## config.mk

```make
export PLATFORM = sky130hd
export DESIGN_NAME = num_render
export DESIGN_NICKNAME = d
export VERILOG_FILES = /design/src/rtl/num_render_pkg.sv /design/src/rtl/num_render_scan.sv /design/src/rtl/num_render.sv
export SDC_FILE = /design/constraint.sdc
export NUM_CORES = 1
export LEC_CHECK = 0
export ABC_AREA = 1
export BUFFER_PORTS_ARGS = -buffer_cell sky130_fd_sc_hd__buf_4
export CAP_MARGIN = 20
export CORE_MARGIN = 2
export CORE_UTILIZATION = 35
export DETAILED_ROUTE_END_ITERATION = 8
export GPL_TIMING_DRIVEN = 0
export PLACE_DENSITY = 0.56
export SYNTH_ARGS = -nofsm -noshare
export SYNTH_HDL_FRONTEND = slang
export SYNTH_SLANG_ARGS = --single-unit
```

## constraint.sdc

```tcl
create_clock -name clk -period 3.1 [get_ports clk]
set_input_delay 0.155 -clock clk [delete_from_list [all_inputs] [get_ports clk]]
set_output_delay 0.155 -clock clk [all_outputs]
set_load 0.03 [all_outputs]
```

## src/rtl/num_render_pkg.sv

```systemverilog
// rtl/num_render_pkg.sv - shared glyph geometry, scan states and glyph base rule for num_render.
package num_render_pkg;

  localparam int CHAR_W_DEF = 16;
  localparam int CHAR_H_DEF = 32;

  // Codes at or above this value are not decimal digits and render blank.
  localparam logic [3:0] BCD_BLANK_MIN = 4'd10;

  typedef enum logic [1:0] {
    S_IDLE  = 2'd0,
    S_GLYPH = 2'd1,
    S_GAP   = 2'd2
  } scan_state_t;

  function automatic int glyph_base(input logic [3:0] code, input int char_h);
    return int'(code) * char_h;
  endfunction

endpackage

```

## src/rtl/num_render_scan.sv

```systemverilog
// rtl/num_render_scan.sv - scan FSM walking glyph/gap columns across the digit cells of one line.
module num_render_scan
  import num_render_pkg::*;
#(
  parameter int DIGITS  = 4,
  parameter int CHAR_W  = CHAR_W_DEF,
  parameter int GAP     = 2,
  parameter int COORD_W = 10,
  parameter int COL_W   = 4,
  parameter int DIG_W   = 2
) (
  input  logic               clk,
  input  logic               rst,
  input  logic               en,
  input  logic [COORD_W-1:0] x,
  input  logic [COORD_W-1:0] posx,
  input  logic               row_ok,
  output logic [COL_W-1:0]   col,
  output logic [DIG_W-1:0]   dig,
  output logic               in_glyph
);

  localparam logic [COL_W-1:0] COL_LAST = COL_W'(CHAR_W - 1);
  localparam logic [COL_W-1:0] GAP_LAST = COL_W'((GAP > 0) ? GAP - 1 : 0);
  localparam logic [DIG_W-1:0] DIG_LAST = DIG_W'(DIGITS - 1);

  scan_state_t        state, state_nxt, cur_state;
  logic [COL_W-1:0]   col_q, col_nxt, cur_col;
  logic [DIG_W-1:0]   dig_q, dig_nxt, cur_dig;
  logic [COORD_W-1:0] x_exp;

  always_ff @(posedge clk or negedge rst) begin
    if (!rst) begin
      state <= S_IDLE;
      col_q <= '0;
      dig_q <= '0;
      x_exp <= '0;
    end else if (en) begin
      state <= state_nxt;
      col_q <= col_nxt;
      dig_q <= dig_nxt;
      x_exp <= x + 1'b1;
    end
  end

  // Registers hold the position of the next pixel; cur_* is the position of pixel x itself.
  always_comb begin
    cur_state = state;
    cur_col   = col_q;
    cur_dig   = dig_q;
    if (state == S_IDLE || x != x_exp || !row_ok) begin
      cur_state = (x == posx && row_ok) ? S_GLYPH : S_IDLE;
      cur_col   = '0;
      cur_dig   = '0;
    end
    state_nxt = cur_state;
    col_nxt   = cur_col + 1'b1;
    dig_nxt   = cur_dig;
    case (cur_state)
      S_GLYPH: begin
        if (cur_col == COL_LAST) begin
          col_nxt = '0;
          if (cur_dig == DIG_LAST) begin
            state_nxt = S_IDLE;
            dig_nxt   = '0;
          end else if (GAP == 0) begin
            dig_nxt = cur_dig + 1'b1;
          end else begin
            state_nxt = S_GAP;
          end
        end
      end
      S_GAP: begin
        if (cur_col == GAP_LAST) begin
          state_nxt = S_GLYPH;
          col_nxt   = '0;
          dig_nxt   = cur_dig + 1'b1;
        end
      end
      default: col_nxt = '0;
    endcase
  end

  always_comb begin
    col      = cur_col;
    dig      = cur_dig;
    in_glyph = (cur_state == S_GLYPH);
  end

endmodule

```

## src/rtl/num_render.sv

```systemverilog
// rtl/num_render.sv - BCD number glyph renderer, 2-cycle pixel pipeline; NUM_RENDER_LZB_EN enables leading-zero blanking.
module num_render
  import num_render_pkg::*;
#(
  parameter int DIGITS  = 4,
  parameter int CHAR_W  = CHAR_W_DEF,
  parameter int CHAR_H  = CHAR_H_DEF,
  parameter int GAP     = 2,
  parameter int ROM_AW  = 10,
  parameter int ROM_DW  = 32,
  parameter int COORD_W = 10
) (
  input  logic                  clk,
  input  logic                  rst,
  input  logic                  en,
  input  logic [COORD_W-1:0]    x,
  input  logic [COORD_W-1:0]    y,
  input  logic [COORD_W-1:0]    posx,
  input  logic [COORD_W-1:0]    posy,
  input  logic                  frame_start,
  input  logic                  load,
  input  logic [4*DIGITS-1:0]   value_in,
  output logic [ROM_AW-1:0]     rom_adr,
  input  logic [ROM_DW-1:0]     rom_data,
  output logic                  pix_on,
  output logic                  pix_vld
);

  localparam int COL_MAX = (CHAR_W > GAP) ? CHAR_W : GAP;
  localparam int COL_W   = (COL_MAX > 1) ? $clog2(COL_MAX) : 1;
  localparam int DIG_W   = (DIGITS > 1) ? $clog2(DIGITS) : 1;
  localparam int BI_W    = (ROM_DW > 1) ? $clog2(ROM_DW) : 1;

  logic [4*DIGITS-1:0] shadow, disp;
  logic                pending;

  always_ff @(posedge clk or negedge rst) begin
    if (!rst) begin
      shadow  <= '0;
      disp    <= '0;
      pending <= 1'b0;
    end else if (load && frame_start) begin
      disp    <= value_in;
      pending <= 1'b0;
    end else if (load) begin
      shadow  <= value_in;
      pending <= 1'b1;
    end else if (frame_start && pending) begin
      disp    <= shadow;
      pending <= 1'b0;
    end
  end

  logic [COORD_W:0]   row_end;
  logic [COORD_W-1:0] row;
  logic               row_ok;

  assign row_end = {1'b0, posy} + (COORD_W + 1)'(CHAR_H);
  assign row_ok  = (y >= posy) && ({1'b0, y} < row_end);
  assign row     = y - posy;

  logic [COL_W-1:0] col;
  logic [DIG_W-1:0] dig;
  logic             in_glyph;

  num_render_scan #(
    .DIGITS (DIGITS),
    .CHAR_W (CHAR_W),
    .GAP    (GAP),
    .COORD_W(COORD_W),
    .COL_W  (COL_W),
    .DIG_W  (DIG_W)
  ) u_scan (
    .clk     (clk),
    .rst     (rst),
    .en      (en),
    .x       (x),
    .posx    (posx),
    .row_ok  (row_ok),
    .col     (col),
    .dig     (dig),
    .in_glyph(in_glyph)
  );

  logic [3:0] code;
  logic       blank;
`ifdef NUM_RENDER_LZB_EN
  logic       zero_run;
`endif

  always_comb begin
    code  = '0;
    blank = 1'b0;
`ifdef NUM_RENDER_LZB_EN
    zero_run = 1'b1;
`endif
    for (int i = 0; i < DIGITS; i++) begin
`ifdef NUM_RENDER_LZB_EN
      zero_run = zero_run && (disp[4*(DIGITS-1-i) +: 4] == 4'd0);
`endif
      if (dig == DIG_W'(i)) begin
        code = disp[4*(DIGITS-1-i) +: 4];
`ifdef NUM_RENDER_LZB_EN
        // The least-significant digit is never blanked so a zero value still shows "0".
        blank = zero_run && (i != DIGITS - 1);
`endif
      end
    end
  end

  logic             digit_ok;
  logic             en_q, lit_ok, en_d, lit_ok_d;
  logic [COL_W-1:0] sel_col, sel_col_d;
  logic [BI_W-1:0]  bit_idx;

  assign digit_ok = (code < BCD_BLANK_MIN);

  always_ff @(posedge clk or negedge rst) begin
    if (!rst) begin
      rom_adr   <= '0;
      en_q      <= 1'b0;
      lit_ok    <= 1'b0;
      sel_col   <= '0;
      en_d      <= 1'b0;
      lit_ok_d  <= 1'b0;
      sel_col_d <= '0;
      pix_on    <= 1'b0;
      pix_vld   <= 1'b0;
    end else begin
      en_q   <= en;
      lit_ok <= en && in_glyph && digit_ok && !blank;
      if (en) begin
        sel_col <= col;
      end
      if (en && in_glyph && digit_ok) begin
        rom_adr <= ROM_AW'(glyph_base(code, CHAR_H) + int'(row));
      end
      // Second stage lines the column and qualifiers up with the ROM's registered data.
      en_d      <= en_q;
      lit_ok_d  <= lit_ok;
      sel_col_d <= sel_col;
      pix_on    <= lit_ok_d & rom_data[bit_idx];
      pix_vld   <= en_d;
    end
  end

  assign bit_idx = BI_W'(CHAR_W - 1) - BI_W'(sel_col_d);

endmodule

```

======== Yosys cells after proc, flatten, opt, wreduce, memory -nomap -nowiden ========
Cells that the tools add are included.
cells by class
  bitwise operators ....................... 2
  equality and inequality tests ........... 10
  reduce and logical (&&, ||, !) cells .... 15
  $add $sub $neg .......................... 7
  multiplexer cells ....................... 27
  magnitude comparators ................... 4
operators with widths
  operator                                             number
  2-to-1 mux 16 bit                                    3
  2-to-1 mux 4 bit                                     7
  2-to-1 mux 2 bit                                     8
  adder 10 x 6 -> 11 bit, second input constant        1
  < comparator 10 x 11 -> 1 bit                        1
  adder 10 x 1 -> 10 bit, second input constant        1
  adder 9 x 10 -> 10 bit                               1
  equality test 10 bit                                 1
  greater-or-equal comparator 10 bit                   1
  != test 10 bit                                       1
  subtractor 10 bit                                    1
  one-hot mux 2 bit (2 select lines)                   2
  one-hot mux 4 bit (2 select lines)                   1
  equality test 2 bit, second input constant           3
  logical AND 1 bit                                    6
  < comparator 5 x 6 -> 1 bit, second input constant   1
  binary-select mux 1 bit (select 5 bit)               1
  2-to-1 mux 1 bit                                     5
  subtractor 4 x 4 -> 5 bit, first input constant      1
  adder 4 x 1 -> 4 bit, second input constant          1
  equality test 2 x 1 -> 1 bit, second input constant  2
  equality test 4 x 1 -> 1 bit, second input constant  1
  equality test 4 bit, second input constant           1
  logical NOT 2 bit                                    2
  other kinds (10)                                     12
word-level totals
  logic and storage cells ................. 81
  output and inout port bits .............. 12
  flip-flop bits (word level) ............. 75
  bits of input ports ..................... 93

======== Logic depth before layout (Yosys ltp) ========
  depth after elaboration ................. 13
  depth in mapped cells ................... 28

======== By module ========
Synthesis repeated with hierarchy kept, for this count alone.
unflattened totals
  cell total of the unflattened synthesis .. 725
  area, all modules ....................... 5351.4 µm²
modules (own cells, without submodules)
  module           cells an instance  instances  area each (µm²)
  num_render       472                1          3752.3
  num_render_scan  253                1          1599.0

======== Worst setup path before layout ========
Ideal clock, no wire load.
  kind .................................... input-to-reg
  from .................................... input posy[2]
  to ...................................... register rom_adr[8]
  stages on the path ...................... 26
  slack ................................... -0.633 ns
  data arrival time ....................... 3.668 ns
  required time ........................... 3.035 ns
  path buffers ............................ 0
  cell sequence ........................... inv_1 ha_1 inv_1 fa_1 nor2_1 nor2_1 nand2_1 nand2_1 nand2_1 nand3_1 nor2_4 nand2_1 inv_1 ha_1 inv_2 nand2_1 o22ai_1 o21ai_0 o21ai_0 fa_1 ha_1 inv_1 o41ai_1 xor2_1 nand2_1 nand2_1
between the ends
  cells in the longest elaborated chain, start to end .. 13
ends and longest elaborated chain
  item                                                                             line               source
  from (decl)                                                                      num_render.sv:19   input logic [COORD_W-1:0] posy,
  parallel branches: the longest is 13 deep, another holds adder 10 x 6 -> 11 bit  n/a
  to (signal assigned)                                                             num_render.sv:136  rom_adr <= ROM_AW'(glyph_base(code, CHAR_H) + int'(row));
  to (decl)                                                                        num_render.sv:23   output logic [ROM_AW-1:0] rom_adr,
Several ways; the timed one is not identified.
A chain may end at the register's enable or synchronous reset.

======== Worst setup path after layout ========
  from .................................... input posy[5]
  to ...................................... register rom_adr[8]
Same word-level chain as after synthesis.

==> impl_metrics.toml <==
[cts]
cts_buffers = 9
clk_latency_ns = 0.34
clk_pin_slew_ns = 0.06
root_buffer = "clkbuf_16"
clockBufferDepth = 2
htreeDepth = 3
tritoncts = "done"
cts_num_sinks = 75

[grt]
grt_pass1_vias = 4574
antenna_found_initial = 0
grt_max_degree = 76
grt_use_total = 0.1710
grt_pass1_wl_mm = 20.76
overflow = 0

[sta]
worst_pin_slew_ns = 0.9608
max_slew_margin = 0.3595
hold_violations = 49
fin_crit_ns = 3.507
worst_slack_ns = -0.4067
hold_ws_ns = -0.03467
finClkSkew_ns = 0.008220
rsz0062_at_grt = "yes"
setup_viol = 18
drv_slew = 0
fmax_mhz = 285.2
fin_crit_sh = 1.131

[worst_setup_path]
r2r_cells = 21
critical_path_class = "primary input to register"
reg2reg_from = "u_scan.x_exp[9]$_DFFE_PN0P_"
crit_required_ns = 3.33
critPathLaunchType = "primary input"
setup.worst_path.end = "rom_adr[8]$_DFFE_PN0P_"
crit_start = "posy[5]"
crit_path_max_fanout = 5
end_kind = "register"
r2r_setup_slack_ns = -0.38
r2r_end = "rom_adr[8]$_DFFE_PN0P_"
cp.arrival_ns = 3.74

[synth]
synthCells = 653
async_flop_share = 1.000
yosysTopAreaCellShare = 0.3712
synthTopCellsByArea = "dfrtp_1 (37%), nand2_1 (9.7%), ha_1 (8.7%)"
synth_area_um2 = 5056
yosysWarnings = 0
syn-num-nets = 790
synth-main-ff-cell = "dfrtp_1"
seq_area_frac_synth = 0.3712
ys_seq_elements = 75
ys_types = 41
avgSynthCellArea_um2 = 7.743
yosysTopAreaCell = "dfrtp_1"
synth_edf_count = 0

[place]
place_congestion = 0.8001
io_buffers = 88
dp.final_hpwl_mm = 9.422
placed_area_um2 = 6098

[floorplanning]
io_pins = 105
design.die.area_um2 = 15420
coreArea_um2 = 13990
die_x_um = 124.2
start_util = 0.3614
num_rows = 43
die_h_um = 124.2

[worst_hold_path]
hold_path.class = "primary input to async pin"

[finish]
fin_nets = 920
layout_commonest_cell = "nand2_1"
area_growth_pct = 37.64
layout_common_cells = "nand2_1 (113), buf_4 (112), inv_1 (94)"
diodes = 0
fin_area_um2 = 6959
final_core_util = 0.4975
fillCellCount = 1320
final_layout_size_suffix_gt1_frac = 0.3020

[routing]
highest_layer = "met4"
drc = 0
wl_per_cell_um = 13.15
drt-total-wl_mm = 12.73
detail-route-antenna-nets = 0
vias = 4662
wl_met2_mm = 6.113
drtIter0Drc = 242
wl_met3_um = 566
met1Wirelength_mm = 5.834
viasPerCell = 4.816
first_pass_iters = 4

[power]
leakage_uw = 0.003387
ir_drop_v = 0.0002535
powerDensity_nw_per_um2 = 444.3
finalPower_uw = 3092

[outcome]
status = "finished with violations"
violations = "negative hold slack, negative setup slack"

[job]
drv_cap = 0
[through the flow]
step / worst slack [ns] / instances / setup TNS, ns
2_1_floorplan: -0.4057 / 653 / -1.211
3_3_place_gp: -0.9819 / 921 / -6.042
3_5_place_dp: -1.026 / 921 / -6.416
4_1_cts: -0.4049 / 965 / -2.518
5_1_grt: -0.5983 / 968 / -7.197
6_report: -0.4067 / 968 / -3.960
[power breakdown]
| part | internal [uW] | leakage (uW) | switching (uW) |
|---|---|---|---|
| combinational | 402 | 0.00230 | 455 |
| clock | 727 | 0.000157 | 408 |
| sequential | 1070 | 0.000929 | 34.0 |
[Yosys cell counts (3+ instances only)]
cell type	number
nand3_2	4
or2_2	4
inv_1	108
inv_2	6
o21ai_1	5
o31ai_1	3
o22ai_1	8
nand2_2	5
o221ai_1	4
nor2_1	65
xor2_1	13
o211ai_1	16
dfrtp_1	75
a21oi_1	38
fa_1	9
xnor2_1	7
nor3_1	5
o21ai_0	48
nand4_1	10
ha_1	35
clkbuf_1	14
nand3_1	17
nand2_1	130
[critical path, stage by stage]
cell      delay, ns
buf_8          0.10
ha_4           0.14
nand3_2        0.06
xor2_1         0.16
ha_1           0.32
inv_1          0.06
o21bai_1       0.06
nand2_1        0.12
nand3_4        0.10
nor2_4         0.19
nand2_4        0.11
clkinv_4       0.07
ha_4           0.14
inv_6          0.05
nand2_4        0.08
o221ai_4       0.10
a22oi_2        0.18
inv_2          0.07
fa_1           0.59
ha_4           0.23
a21oi_2        0.12
o21a_1         0.17
o41ai_4        0.10
xor2_1         0.15
nand2_1        0.07
nand2_1        0.05
[how the worst min path moves through the flow]
stage	from	to	slack, ns	cells past startpoint
4_1_cts	rst	shadow[1]$_DFFE_PN0P_	0.01	1
3_5_place_dp	en	en_q$_DFF_PN0_	0.29	1
6_report	rst	shadow[1]$_DFFE_PN0P_	-0.03	1
5_1_grt	x[0]	u_scan.x_exp[0]$_DFFE_PN0P_	0.04	2
3_3_place_gp	en	en_q$_DFF_PN0_	0.28	1
2_1_floorplan	rst	disp[0]$_DFFE_PN0P_	-0.14	0
[metal layers]
metal,track usage,vias to the layer above
met5,0,-
met4,0.05548,0
met3,0.03434,15
met2,0.2879,105
met1,0.2200,2180
li1,-,2362
[state kept, by name (all words and copies together) (netlist names), 2 cells and up]
| signal | flops |
|---|---|
| u_scan.dig_q | 2 |
| u_scan.x_exp | 10 |
| u_scan.state | 2 |
| sel_col | 4 |
| rom_adr | 10 |
| u_scan.col_q | 4 |
| shadow | 16 |
| disp | 16 |
| sel_col_d | 4 |
[what timing repair did]
action	in CTS	in global routing
resized for setup	50	35
setup endpoints to repair	10	19
setup buffers	26	3
hold endpoints to repair	2	0
pin swaps	43	26
hold buffers	2	0
[layout make-up]
class / instances / area (um^2) / share of cell area
well taps: 180 / 225.2 / 0.03236
repair buffers: 119 / 924.6 / 0.1329
clock inverters: 4 / 73.82 / 0.01061
inverters: 115 / 447.9 / 0.06437
multi-input cells: 449 / 3102 / 0.4457
plain buffers: 14 / 62.56 / 0.008990
clock buffers: 12 / 246.5 / 0.03542
flip-flops and latches: 75 / 1877 / 0.2697
[cell families (layout without fill, tap and decap cells)]
group | after synthesis | count (layout) | share of synthesized area
DFF | 75 | 75 | 0.3712
xor gates and xnor gates | 20 | 20 | 0.03465
and+or+nand+nor | 251 | 251 | 0.2202
adders and majority gates | 44 | 44 | 0.1222
buffers and inverters | 129 | 264 | 0.09601
muxes | 2 | 2 | 0.004454
AOI/OAI and AO/OA | 132 | 132 | 0.1512
(Power assumes the default switching activity.)
